**config.mk**
```make
export PLATFORM = sky130hd
export DESIGN_NAME = prim_stream_unpack
export DESIGN_NICKNAME = d
export VERILOG_FILES = /design/src/rtl/prim_stream_unpack.sv
export SDC_FILE = /design/constraint.sdc
export NUM_CORES = 1
export LEC_CHECK = 0
export BUFFER_PORTS_ARGS = -buffer_cell sky130_fd_sc_hd__buf_2
export CAP_MARGIN = 20
export CORE_MARGIN = 5
export CORE_UTILIZATION = 52
export DETAILED_ROUTE_END_ITERATION = 10
export GPL_ROUTABILITY_DRIVEN = 1
export PLACE_DENSITY = 0.79
export RECOVER_POWER = 25
export SKIP_CTS_REPAIR_TIMING = 1
export SYNTH_ARGS = -nofsm -noshare
export SYNTH_HDL_FRONTEND = slang
export SYNTH_SLANG_ARGS = --single-unit
```
**constraint.sdc**
```tcl
create_clock -name clk_i -period 2.6 [get_ports clk_i]
set_input_delay 0.26 -clock clk_i [delete_from_list [all_inputs] [get_ports clk_i]]
set_output_delay 0.26 -clock clk_i [all_outputs]
set_load 0.1 [all_outputs]
```
**src/rtl/prim_stream_unpack.sv**
```systemverilog
// Wide-to-narrow stream serialiser. It takes words from a FIFO read port and emits
// them as OutW-bit beats, least-significant beat first, with a per-word beat count.
module prim_stream_unpack #(
   parameter int   InW   = 32,
   parameter int   OutW  = 8,
   localparam int  Ratio = InW / OutW,
   localparam int  LenW  = $clog2(Ratio + 1)
) (
   input  logic            clk_i,
   input  logic            rst_ni,
   input  logic            clr_i,
   input  logic            in_valid_i,
   output logic            in_ready_o,
   input  logic [InW-1:0]  in_data_i,
   input  logic [LenW-1:0] in_len_i,
   output logic            out_valid_o,
   input  logic            out_ready_i,
   output logic [OutW-1:0] out_data_o,
   output logic            out_last_o,
   output logic            busy_o
);

   if (OutW <= 0 || InW <= 0 || (InW % OutW) != 0) begin : g_bad_width
      $error("prim_stream_unpack: InW must be a nonzero multiple of OutW");
   end

   typedef enum logic {
      Empty = 1'b0,
      Hold  = 1'b1
   } state_e;

   logic [InW-1:0]  hold_q, hold_d;
   logic [LenW-1:0] rem_q, rem_d;
   state_e          state;
   logic            fire_out;
   logic            fire_in;

   // Counts above Ratio would otherwise emit zero-filled beats beyond the word.
   function automatic logic [LenW-1:0] clamp_len(input logic [LenW-1:0] len);
      return (len > LenW'(Ratio)) ? LenW'(Ratio) : len;
   endfunction

   assign state       = (rem_q == '0) ? Empty : Hold;
   assign out_valid_o = (state == Hold);
   assign busy_o      = out_valid_o;
   assign out_data_o  = hold_q[OutW-1:0];
   assign out_last_o  = (rem_q == LenW'(1));

   assign fire_out   = out_valid_o & out_ready_i;
   assign in_ready_o = ~clr_i & ((state == Empty) | (fire_out & out_last_o));
   assign fire_in    = in_valid_i & in_ready_o;

   // A new word replaces whatever the final beat's shift would have left behind.
   always_comb begin
      hold_d = hold_q;
      rem_d  = rem_q;
      if (clr_i) begin
         hold_d = '0;
         rem_d  = '0;
      end else if (fire_in) begin
         hold_d = in_data_i;
         rem_d  = clamp_len(in_len_i);
      end else if (fire_out) begin
         hold_d = hold_q >> OutW;
         rem_d  = rem_q - LenW'(1);
      end
   end

   always_ff @(posedge clk_i or negedge rst_ni) begin
      if (!rst_ni) begin
         hold_q <= '0;
         rem_q  <= '0;
      end else begin
         hold_q <= hold_d;
         rem_q  <= rem_d;
      end
   end

endmodule
```
==> results.sh <==
export IMPL_cts_clk_slew_worst_paths_ps=60
export IMPL_synth_top_cell_area_share_pct=45.4
export IMPL_grt_first_pass_wirelength_um=7120
export IMPL_synth_flop_cell="dfrtp_1"
export IMPL_cts_root_buf="clkbuf_8"
export IMPL_r2r_start="rem_q[0]"
export IMPL_vias=1604
export IMPL_n_fill_cell=347
export IMPL_diodes=0
export IMPL_setup_viol=0
export IMPL_grtUsageTotal_pct=17.4
export IMPL_yosysUniqueCellTypes=21
export IMPL_grt_antenna_before_repair=0
export IMPL_powerDensity_mw_per_mm2=1100
export IMPL_p_leak_nw=0.987
export IMPL_start_util_pct=53.1
export IMPL_clock_skew_final_ps=4.49
export IMPL_worst_pin_slew_ps=1780
export IMPL_cp_required_ps=2340
export IMPL_io_buffers=51
export IMPL_cts_tree="yes"
export IMPL_yosys_area_top_type="dfrtp_1"
export IMPL_gr_total_overflow=0
export IMPL_dieArea_mm2=0.00503
export IMPL_max_slew_margin_pct=-19.0
export IMPL_drive_gt1_share_pct=28.4
export IMPL_cts_sinks=35
export IMPL_endpoint_kind="output port"
export IMPL_grt_pass1_vias=1571
export IMPL_cp_max_fo=30
export IMPL_cp_start_kind="register"
export IMPL_core_area_mm2=0.00363
export IMPL_layout_min_cycle_time_ps=2150
export IMPL_multi_input_area_um2=768
export IMPL_place_hpwl_um=2780
export IMPL_critical_path_top_delay_family="buffers and inverters"
export IMPL_maxCapViolCount=1
export IMPL_yosysWarnings=0
export IMPL_synthCells=199
export IMPL_clockBufferDepth=2
export IMPL_worstHoldStart="in_data_i[28]"
export IMPL_total_power_mw=2.44
export IMPL_synth_commonest_cells="dfrtp_1, inv_1, nand3_1, o211ai_1, o221ai_1"
export IMPL_startpoint="rem_q[0]"
export IMPL_synth_fp_nets=242
export IMPL_row_count=22
export IMPL_syn_area_per_cell_um2=9.70
export IMPL_timing_critical_path_buf_inv=4
export IMPL_drt_initial_drc_count=148
export IMPL_fmax_mhz=466
export IMPL_die_w_um=70.9
export IMPL_cp_slowest_cell="buf_2"
export IMPL_area_growth_pct=14.8
export IMPL_routed_via_density=5.73
export IMPL_netlist_area_mm2=0.00193
export IMPL_synth_most_common_cell="dfrtp_1"
export IMPL_violations="max-capacitance violations, max-slew violations"
export IMPL_cts_max_level=2
export IMPL_fin_setup_tns_ps=0
export IMPL_yosysSeqAreaShare_pct=45.4
export IMPL_critPathArrivalTime_ps=1890
export IMPL_wl_per_cell_um=14.8
export IMPL_regArea_um2=876
export IMPL_synth_edf_count=0
export IMPL_outcome="finished, violations left"
export IMPL_rsz0062_at_grt="no"
export IMPL_cts_buffers=5
export IMPL_slowest_delay_ps=430
export IMPL_drv_slew=36
export IMPL_gp_congestion=0.779
export IMPL_ios=52
export IMPL_clock_latency_ps=280
export IMPL_grt_start_max_net_pins=36
export IMPL_synth_seq_cells=35
export IMPL_async_flop_share_pct=100
export IMPL_totalWireLength_um=4130
export IMPL_finalCritPeriodShare_pct=82.6
export IMPL_yosys_top_cells_area="dfrtp_1, o221ai_1, o211ai_1"
export IMPL_drc=0
export IMPL_drtAntennaViolNets=0
export IMPL_drtPass1Iterations=4
export IMPL_die_h_um=70.9
export IMPL_critPathKind="register to output port"
export IMPL_vdd_ir_drop_max_uv=887
export IMPL_nets=275
export IMPL_crit_path_cell_trace="inv_1 -> ha_1 -> ha_1 -> buf_4 -> inv_1 -> buf_2"
export IMPL_hold_viol=0
export IMPL_hold_class="primary input to register"
sequential cells by signal (all words and copies together) (netlist names):
signal / flops
hold_q: 32
rem_q: 3
layer usage:
layer	routed length (um)	GRT usage [%]	up-vias
met2	2000	27.3	47
li1	-	-	796
met4	27	4.18	0
met1	1800	23.1	759
met3	304	6.11	2
met5	0	0	-
cells in the final DEF (no fill, tap or decap), drive strengths merged:
master / instances
and3b: 1
nand3: 27
dfrtp: 35
buf: 55
a22o: 8
nor2: 3
mux2: 1
clkinv: 2
or2: 1
inv: 30
ha: 3
o221ai: 27
clkbuf: 7
nor2b: 3
o211ai: 27
o21a: 1
nor3b: 1
through the flow:
step	util [%]	setup slack, ps	hold WS, ps	area (um^2)	std cells
finish	61.0	453	204	2210	280
CTS	61.0	440	75.9	2220	280
global route	61.0	345	195	2210	280
global placement	58.6	554	373	2130	273
floorplan	-	92.3	-35.6	1930	199
detailed placement	58.6	494	378	2130	273
layout make-up:
class,instances,share of cell area (%)
sequential,35,39.5
multi-input combinational,103,34.7
timing repair buffer,56,13.8
inverter,31,5.25
clock buffer,6,3.73
tap,48,2.71
clock inverter,1,0.226
report_power, final:
group | internal, mW | switching [mW] | total [mW]
registers | 0.683 | 0.0696 | 0.752
logic | 0.311 | 0.989 | 1.30
clock network | 0.208 | 0.177 | 0.384
path summary, 6_finish.rpt:
| check | end | slack, ps | depth (start not counted) |
|---|---|---|---|
| hold / removal | hold_q[28] | 200 | 2 |
| setup reg to reg | hold_q[17] | 470 | 6 |
| min in group asynchronous | hold_q[25] | 450 | 1 |
| setup / recovery | busy_o | 450 | 6 |
| max in group asynchronous | hold_q[28] | 1110 | 1 |
| hold reg to reg | hold_q[27] | 500 | 1 |
logic make-up (layout without fill, tap and decap cells):
group                      count (synthesis)  count (layout)  share of synthesized area, %
AOI/OAI and AO/OA                         63              63                          27.1
buffers and inverters                     61              94                          15.0
and+or+nand+nor                           36              36                          9.73
DFF                                       35              35                          45.4
adders and majority gates                  3               3                          1.95
muxes                                      1               1                         0.778
No activity file was read; power rests on OpenSTA's default activity.
